### config.mk
export PLATFORM = sky130hd
export DESIGN_NAME = stream_source_fifo_flat
export DESIGN_NICKNAME = d
export VERILOG_FILES = /design/src/rtl/stream_pkg.sv /design/src/rtl/stream_source_fifo_if.sv /design/src/rtl/stream_fifo_mem.sv /design/src/rtl/stream_source_fifo.sv /design/src/flat_wrapper.sv
export SDC_FILE = /design/constraint.sdc
export NUM_CORES = 1
export LEC_CHECK = 0
export BUFFER_PORTS_ARGS = -buffer_cell sky130_fd_sc_hd__buf_2
export CORE_ASPECT_RATIO = 0.9
export CORE_MARGIN = 2
export CORE_UTILIZATION = 59
export CTS_CLUSTER_DIAMETER = 30
export DETAILED_ROUTE_END_ITERATION = 10
export GPL_TIMING_DRIVEN = 1
export PLACE_DENSITY = 0.79
export SLEW_MARGIN = 20
export SYNTH_ARGS = -nofsm -noshare
export SYNTH_HDL_FRONTEND = slang
export SYNTH_SLANG_ARGS = --single-unit
### constraint.sdc
create_clock -name clk -period 3.3 [get_ports clk]
set_input_delay 0.165 -clock clk [delete_from_list [all_inputs] [get_ports clk]]
set_output_delay 0.165 -clock clk [all_outputs]
set_load 0.01 [all_outputs]
### src/rtl/stream_pkg.sv
// Shared stream definitions: default word width, level-width helper and word type.
package stream_pkg;

    localparam int STREAM_DATA_WIDTH = 8;

    typedef logic [STREAM_DATA_WIDTH-1:0] stream_word_t;

    // Occupancy counters must represent 0..depth inclusive, so one extra bit.
    function automatic int level_width(input int depth);
        return $clog2(depth) + 1;
    endfunction

endpackage

### src/rtl/stream_source_fifo_if.sv
// Write-side and sink-side handshake bundle for stream_source_fifo.
//
// Handshake: a word moves on a rising clk edge where valid && ready are both
// high. A producer holds valid and data stable until that edge, and ready is
// never derived from valid. wr_* is the producer-to-FIFO side; stream_in_* is
// the FIFO-to-sink side.
interface stream_source_fifo_if
    import stream_pkg::*;
#(
    parameter int DATA_WIDTH = STREAM_DATA_WIDTH
);
    logic                  wr_valid;
    logic                  wr_ready;
    logic [DATA_WIDTH-1:0] wr_data;
    logic                  stream_in_valid;
    logic                  stream_in_ready;
    logic [DATA_WIDTH-1:0] stream_in_data;

    // Driver/sink side: pushes words and accepts the head word.
    modport master (
        output wr_valid, wr_data, stream_in_ready,
        input  wr_ready, stream_in_valid, stream_in_data
    );

    // FIFO side.
    modport slave (
        input  wr_valid, wr_data, stream_in_ready,
        output wr_ready, stream_in_valid, stream_in_data
    );
endinterface

### src/rtl/stream_fifo_mem.sv
// DEPTH x DATA_WIDTH flop storage: one synchronous write port, one
// asynchronous read port. Contents are deliberately not reset.
module stream_fifo_mem #(
    parameter int DATA_WIDTH = 8,
    parameter int DEPTH      = 8,
    localparam int AW        = $clog2(DEPTH)
) (
    input  logic                  clk,
    input  logic                  we,
    input  logic [AW-1:0]         waddr,
    input  logic [DATA_WIDTH-1:0] wdata,
    input  logic [AW-1:0]         raddr,
    output logic [DATA_WIDTH-1:0] rdata
);
    logic [DATA_WIDTH-1:0] mem [DEPTH];

    // Write the addressed entry when enabled.
    always_ff @(posedge clk) begin
        if (we) begin
            mem[waddr] <= wdata;
        end
    end

    assign rdata = mem[raddr];
endmodule

### src/rtl/stream_source_fifo.sv
// First-word-fall-through byte FIFO feeding the stream sink stage.
// Optional macro STREAM_SOURCE_FIFO_HIGH_WATER_EN adds a high_water output
// holding the peak occupancy since reset or flush.
module stream_source_fifo
    import stream_pkg::*;
#(
    parameter int  DATA_WIDTH = STREAM_DATA_WIDTH,
    parameter int  DEPTH      = 8,
    localparam int LEVEL_W    = level_width(DEPTH)
) (
    input  logic               clk,
    input  logic               rst_n,
    input  logic               flush,
    stream_source_fifo_if.slave bus,
    output logic [LEVEL_W-1:0] level
`ifdef STREAM_SOURCE_FIFO_HIGH_WATER_EN
    ,
    output logic [LEVEL_W-1:0] high_water
`endif
);
    localparam int AW = LEVEL_W - 1;

    // Pointers carry a wrap bit above the address bits so full and empty
    // are distinguishable when the address bits match.
    logic [LEVEL_W-1:0] wr_ptr;
    logic [LEVEL_W-1:0] rd_ptr;
    logic [LEVEL_W-1:0] level_nxt;
    logic               empty;
    logic               full;
    logic               push;
    logic               pop;

    assign empty = (wr_ptr == rd_ptr);
    assign full  = (wr_ptr[AW] != rd_ptr[AW]) && (wr_ptr[AW-1:0] == rd_ptr[AW-1:0]);

    assign bus.wr_ready        = !full;
    assign bus.stream_in_valid = !empty;

    // Flush wins over both transfers in the same cycle.
    assign push = bus.wr_valid && !full && !flush;
    assign pop  = bus.stream_in_valid && bus.stream_in_ready && !flush;

    stream_fifo_mem #(
        .DATA_WIDTH(DATA_WIDTH),
        .DEPTH     (DEPTH)
    ) u_mem (
        .clk  (clk),
        .we   (push),
        .waddr(wr_ptr[AW-1:0]),
        .wdata(bus.wr_data),
        .raddr(rd_ptr[AW-1:0]),
        .rdata(bus.stream_in_data)
    );

    // Advance pointers on accepted transfers; flush returns them to zero.
    always_ff @(posedge clk or negedge rst_n) begin
        if (!rst_n) begin
            wr_ptr <= '0;
            rd_ptr <= '0;
        end else if (flush) begin
            wr_ptr <= '0;
            rd_ptr <= '0;
        end else begin
            if (push) wr_ptr <= wr_ptr + LEVEL_W'(1);
            if (pop)  rd_ptr <= rd_ptr + LEVEL_W'(1);
        end
    end

    // Next occupancy: up on push only, down on pop only, else hold.
    always_comb begin
        level_nxt = level;
        if (flush) begin
            level_nxt = '0;
        end else if (push && !pop) begin
            level_nxt = level + LEVEL_W'(1);
        end else if (pop && !push) begin
            level_nxt = level - LEVEL_W'(1);
        end
    end

    // Registered occupancy, kept equal to wr_ptr - rd_ptr.
    always_ff @(posedge clk or negedge rst_n) begin
        if (!rst_n) begin
            level <= '0;
        end else begin
            level <= level_nxt;
        end
    end

`ifdef STREAM_SOURCE_FIFO_HIGH_WATER_EN
    // Track peak occupancy; cleared by reset and flush.
    always_ff @(posedge clk or negedge rst_n) begin
        if (!rst_n) begin
            high_water <= '0;
        end else if (flush) begin
            high_water <= '0;
        end else if (level_nxt > high_water) begin
            high_water <= level_nxt;
        end
    end
`endif
endmodule

### src/flat_wrapper.sv
// flat-port wrapper written by rule: the top's interface ports become plain ports
module stream_source_fifo_flat import stream_pkg::*;
#(
    parameter int  DATA_WIDTH = STREAM_DATA_WIDTH,
    parameter int  DEPTH      = 8,
    localparam int LEVEL_W    = level_width(DEPTH)
)
  (clk, rst_n, flush, level, bus_wr_valid, bus_wr_data, bus_stream_in_ready, bus_wr_ready, bus_stream_in_valid, bus_stream_in_data);
  stream_source_fifo_if #(.DATA_WIDTH(DATA_WIDTH)) bus_i ();
  input  logic clk;
  input  logic rst_n;
  input  logic flush;
  output logic [LEVEL_W-1:0] level;
  input wire logic [$bits(bus_i.wr_valid)-1:0] bus_wr_valid;
  input wire logic [$bits(bus_i.wr_data)-1:0] bus_wr_data;
  input wire logic [$bits(bus_i.stream_in_ready)-1:0] bus_stream_in_ready;
  output wire logic [$bits(bus_i.wr_ready)-1:0] bus_wr_ready;
  output wire logic [$bits(bus_i.stream_in_valid)-1:0] bus_stream_in_valid;
  output wire logic [$bits(bus_i.stream_in_data)-1:0] bus_stream_in_data;
  assign bus_i.wr_valid = bus_wr_valid;
  assign bus_i.wr_data = bus_wr_data;
  assign bus_i.stream_in_ready = bus_stream_in_ready;
  assign bus_wr_ready = bus_i.wr_ready;
  assign bus_stream_in_valid = bus_i.stream_in_valid;
  assign bus_stream_in_data = bus_i.stream_in_data;
  stream_source_fifo #(.DATA_WIDTH(DATA_WIDTH), .DEPTH(DEPTH)) u_core (.clk(clk), .rst_n(rst_n), .flush(flush), .bus(bus_i), .level(level));
endmodule
After elaboration in Yosys (flattened, before gate mapping)
Memories as Yosys holds them, arrays and structs flattened. Cells that the tools add are included.

Bits in registers: 12. RAM bits: 64. Bits of input ports: 13. Output and inout port bits: 14. Memories: 1.

Memories: u_core.u_mem.mem (words 8, bits a word 8, read ports 1, clocked after memory_dff 0, write ports 1, line stream_fifo_mem.sv:15) `logic [DATA_WIDTH-1:0] mem [DEPTH];`.

$add $sub $neg: 4. Equality and inequality tests: 3. Multiplexer cells: 9. Reductions and logical operators: 15.

Operators by type and width (count): $mux 4 (7); $add 4x1->4 const B (3); $logic_and 1x1->1 (7); $logic_not 1->1 (5); $eq 4x4->1 (1); $reduce_bool 2->1 (2); $sub 4x1->4 const B (1); $eq 3x3->1 (1); $reduce_bool 3->1 (1); $mux 1 (2); $ne 1x1->1 (1).

Depth between registers and ports, before layout
Word-level depth: 10. Gate-level depth with buffers: 10. Mapped depth without buffers: 9.

Cells and area by module
From an unflattened synthesis, not the netlist that was laid out.

Cells, all modules: 196. Area total of the unflattened synthesis: 3410.8 µm².

Modules (own cells, without submodules): stream_fifo_mem (times used 1, cells each 106, area each 2531.2 µm²); stream_source_fifo (times used 1, cells each 90, area each 879.6 µm²).

Worst setup path after synthesis
OpenSTA, ideal clock, no wires.

Kind: reg2reg. Start point: register u_core.rd_ptr[0]. End point: register u_core.level[3]. Arrival: 2.360 ns. Required time: 3.161 ns. Path slack: 0.801 ns. Stages on the path, launching flop included: 10. Path buffers: 1. Path through: dfrtp_1 -> buf_6 -> xor2_2 -> nor4_2 -> o21ai_2 -> ha_1 -> a21o_1 -> a21o_1 -> and3_1 -> or4_1.

Longest elaborated chain between the ends: 8. Elaborated cells between the ends (all ways): 16. Classes of those cells: eq/ne: 2; mux: 2; reduce/logical: 12.

RTL lines: start, declared (line stream_source_fifo.sv:26) `logic [LEVEL_W-1:0] rd_ptr;`; start signal, assigned (line stream_source_fifo.sv:65) `if (pop) rd_ptr <= rd_ptr + LEVEL_W'(1);`; $eq 4x4->1 or $eq 3x3->1 (tied branches) (line stream_source_fifo.sv:33, stream_source_fifo.sv:34); $logic_not 1->1 or $logic_and 1x1->1 (tied branches) (line stream_source_fifo.sv:37, stream_source_fifo.sv:34); $logic_and 1x1->1 or $logic_not 1->1 (tied branches) (line stream_source_fifo.sv:41, stream_source_fifo.sv:40); $logic_and 1x1->1 (on tied branches) (line stream_source_fifo.sv:41, stream_source_fifo.sv:40); $logic_not 1->1 or $logic_and 1x1->1 (tied branches) (line stream_source_fifo.sv:74, stream_source_fifo.sv:40); $logic_and 1x1->1 or $logic_not 1->1 (tied branches) (line stream_source_fifo.sv:74, stream_source_fifo.sv:76); $mux 4 or $logic_and 1x1->1 (tied branches) (line stream_source_fifo.sv:74, stream_source_fifo.sv:76); $mux 4 or $reduce_bool 3->1 (tied branches); end signal, assigned (line stream_source_fifo.sv:86) `level <= level_nxt;`; end, declared (line stream_source_fifo.sv:15) `output logic [LEVEL_W-1:0] level`.

Several ways; a longest one is shown, not always the timed one. A chain may end at the register's enable or synchronous reset.

Final worst setup path
Start point: register u_core.wr_ptr[2]. End point: register u_core.level[3].

Longest elaborated chain between the ends: 8. Elaborated cells between the ends (all ways): 16. Classes of those cells: eq/ne: 2; mux: 2; reduce/logical: 12.

RTL lines: start, declared (line stream_source_fifo.sv:25) `logic [LEVEL_W-1:0] wr_ptr;`; start signal, assigned (line stream_source_fifo.sv:64) `if (push) wr_ptr <= wr_ptr + LEVEL_W'(1);`; $eq 4x4->1 or $eq 3x3->1 (tied branches) (line stream_source_fifo.sv:33, stream_source_fifo.sv:34); $logic_not 1->1 or $logic_and 1x1->1 (tied branches) (line stream_source_fifo.sv:37, stream_source_fifo.sv:34); $logic_and 1x1->1 or $logic_not 1->1 (tied branches) (line stream_source_fifo.sv:41, stream_source_fifo.sv:40); $logic_and 1x1->1 (on tied branches) (line stream_source_fifo.sv:41, stream_source_fifo.sv:40); $logic_not 1->1 or $logic_and 1x1->1 (tied branches) (line stream_source_fifo.sv:74, stream_source_fifo.sv:40); $logic_and 1x1->1 or $logic_not 1->1 (tied branches) (line stream_source_fifo.sv:74, stream_source_fifo.sv:76); $mux 4 or $logic_and 1x1->1 (tied branches) (line stream_source_fifo.sv:74, stream_source_fifo.sv:76); $mux 4 or $reduce_bool 3->1 (tied branches).

Several ways; a longest one is shown, not always the timed one.

==> metrics.md <==
| Metric | Value |
|---|---|
| Netlist cell types | `38` |
| Initial DRC count | `172` |
| Largest net degree at the start of global routing | `20` |
| Sum Neg Setup Slack | `0 ps` |
| Via count | `1766` |
| Antenna diodes | `0` |
| Cell row count | `25` |
| Top cell type's share of synthesized area | `58.2%` |
| Synth area leader | `edfxtp_1` |
| Leakage Power | `1.32 nW` |
| Via-to-Cell Ratio | `5.85` |
| Initial Util | `62.1%` |
| Root Buffer Master | `clkbuf_8` |
| Final hold slack | `77.0 ps` |
| Die Height | `75.0 um` |
| CTS max path bufs | `2` |
| Buffers added on ports | `26` |
| H-tree depth | `3` |
| First-pass GRT wire length | `9.69 mm` |
| Final hold vios | `0` |
| Synthesis-stage register bit count | `76` |
| Switch share | `28.2%` |
| Status | `complete, no violations` |
| Total GRT Usage | `21.9%` |
| TritonCTS Buffers | `9` |
| TritonCTS Sinks | `76` |
| Area of the core | `5320 um^2` |
| Seq pwr share | `50.5%` |
| Critical-path cell list | `xor2_1, nor4_2, o21ai_2, ha_1, a21o_1, a21o_1, and3_1, or4_1` |
| Sequential fraction of the synthesis area | `67.3%` |
| Slew Viols, Final | `0` |
| Relative slew slack | `36.7%` |
| Post-synthesis instance area | `3300 um^2` |
| Critical path's most frequent cell | `a21o_1` |
| Grt ovf | `0` |
| Post_cts resized | `0` |
| Worst-path fanout max | `9` |
| Worst path arrival time | `2990 ps` |
| CP startpoint | `u_core.wr_ptr[2]` |
| HP Class | `input pin to flip-flop` |
| CP max stage delay | `520 ps` |
| Worst skew pair latency | `360 ps` |
| Most common cell after layout, fill and taps aside | `edfxtp_1` |
| CTS tree | `done` |
| Residual DRC count | `0` |
| CTS clk-pin slew, worst paths | `80 ps` |
| Critical path type | `flip-flop to flip-flop` |
| Finished Cell Area | `3700 um^2` |
| RR Startpoint | `u_core.wr_ptr[2]` |
| Placed cell area | `3520 um^2` |
| Drt pass-1 iters | `4` |
| Count of warnings emitted by yosys | `0` |
| Die area | `6210 um^2` |
| HP Start | `bus_wr_data[0]` |
| Drt wl/cell | `20.4 um` |
| Routed Antenna Nets | `0` |
| Post-placement cell count | `285` |
| Clock Skew | `11.8 ps` |
| Area delta synth->final | `12.2%` |
| WP data required | `3520 ps` |
| Ratio of cells with drive above 1 in the final layout | `34.0%` |
| Drt total wl | `6.16 mm` |
| Top achievable clock speed | `361 MHz` |
| Power Internal | `1.58 mW` |
| Average size of a mapped cell | `17.1 um^2` |
| Synth top area cells | `edfxtp_1 (58%), mux4_2 (11%), dfrtp_1 (9.1%)` |
| Cell count after synthesis | `193` |
| RSZ-0062 raised after global routing | `false` |
| Post-DP HPWL | `4.15 mm` |
| Fin cells | `302` |
| PwrDens | `596 nW/um^2` |
| Setup violators final | `0` |
| RePlAce Congestion | `0.904` |
| Actual slew at the worst max-slew pin | `946 ps` |
| Most frequent cells in the layout | `edfxtp_1 (64), buf_2 (26), mux4_2 (16), nor2_1 (16), dfrtp_1 (12)` |
| IO Pins | `27` |
| CP max stage cell | `or4_1` |
| P_sw | `0.623 mW` |
| Tcrit/Tclk final | `83.8%` |
| Post-Syn Nets | `211` |
| Peak supply drop | `0.432 mV` |
| Clock power share | `28.2%` |
| Layout Nets | `248` |
| Die width | `82.8 um` |
| CP endpoint kind | `flip-flop` |
| Initial antenna violation count | `0` |
| Max_cap viols | `0` |
| Gate power share | `21.3%` |
| Vias in the first global route | `1860` |
| Worst Setup Start Kind | `flip-flop` |
| Final worst path period need | `2770 ps` |
==> per-layer routing <==
| layer | GRT usage (%) | wire length [um] | vias to the layer above | share of wire [%] |
|---|---|---|---|---|
| met1 | 27.8 | 2520 | 892 | 41 |
| met2 | 36.2 | 3240 | 54 | 53 |
| met4 | 8.20 | 76 | 0 | 1.2 |
| met5 | 0 | 0 | - | 0 |
| met3 | 7.35 | 331 | 8 | 5.4 |
| li1 | - | - | 812 | - |
==> flip-flops by register name (all words and copies together) (netlist names) <==
name,count
u_core.level,4
u_core.rd_ptr,4
u_core.u_mem.mem,64
u_core.wr_ptr,4
==> synth_stat cells <==
cell type and count:
o21ai_2 1, nor4_2 1, nor2_1 16, a31oi_1 2, and3_1 1, edfxtp_1 64, buf_6 2, a211oi_1 1
a21oi_1 4, nor3_1 3, buf_2 3, xor2_1 5, nand3b_1 1, inv_2 1, xor2_2 3, or4_1 1
nor2b_1 1, and4b_1 1, a21o_1 2, inv_1 3, o21ai_0 2, or2_2 1, or3_1 2, xnor2_1 5
fa_1 1, nand2_1 6, mux2_2 8, nand2b_1 3, nand3_1 7, ha_1 4, buf_4 1, nand4_1 1
mux4_2 16, or2b_1 1, mux2i_1 3, dfrtp_1 12, clkbuf_1 3, a211oi_2 1
==> timing repair <==
item	in CTS	in global routing
endpoints found under the hold margin	12	0
hold buffers	1	0
setup buffers	0	0
==> critical path: cells and delay by family, from the launching register on <==
kind	cells	cell delay, ps
DFF	1	510
xor gates and xnor gates	1	230
AOI/OAI and AO/OA	3	520
and+or+nand+nor	3	1080
adders and majority gates	1	300
==> power groups by stage <==
stage	Clock, mW	Sequential [mW]	Combinational [mW]
5_1_grt	0.672	1.12	0.517
3_5_place_dp	0	1.13	0.474
3_3_place_gp	0	1.13	0.447
4_1_cts	0.636	1.11	0.477
6_report	0.622	1.11	0.471
2_1_floorplan	0	1.13	0.340
==> path summary, 6_finish.rpt <==
path                                     endpoint  slack, ps  cells after the start
max                               u_core.level[3]        530                      8
min                        u_core.u_mem.mem[7][0]         80                      1
max reg2reg                       u_core.level[3]        530                      8
min reg2reg                       u_core.level[0]        600                      2
max in group asynchronous        u_core.wr_ptr[3]       2840                      2
min in group asynchronous         u_core.level[0]        230                      2
==> cell families after synthesis <==
logic type	after synthesis	share of synthesized area, %
flip-flops	76	67.3
buffers and inverters	13	2.16
AND/OR/NAND/NOR	46	7.09
XOR/XNOR	13	4.13
adder cells (fa/ha/maj)	5	2.12
AO/OA/AOI/OAI	13	2.62
multiplexers	27	14.6
==> through the flow <==
stage | power (mW) | setup WS (ps) | util (%)
6_report | 2.21 | 534 | 69.6
5_1_grt | 2.31 | 394 | 69.6
4_1_cts | 2.23 | 529 | 69.6
3_5_place_dp | 1.61 | 546 | 66.2
3_3_place_gp | 1.58 | 706 | 66.2
2_1_floorplan | 1.47 | 801 | -
==> final cells by class <==
cell class,instances,area (um^2)
flip-flops and latches,76,2220
fillers,375,1620
multi-input cells,104,1010
repair buffers,35,200
clock buffers,9,124
well taps,67,83.8
clock inverters,7,50.0
inverters,4,15.0
Note: power is estimated with default switching activity, not from simulation.
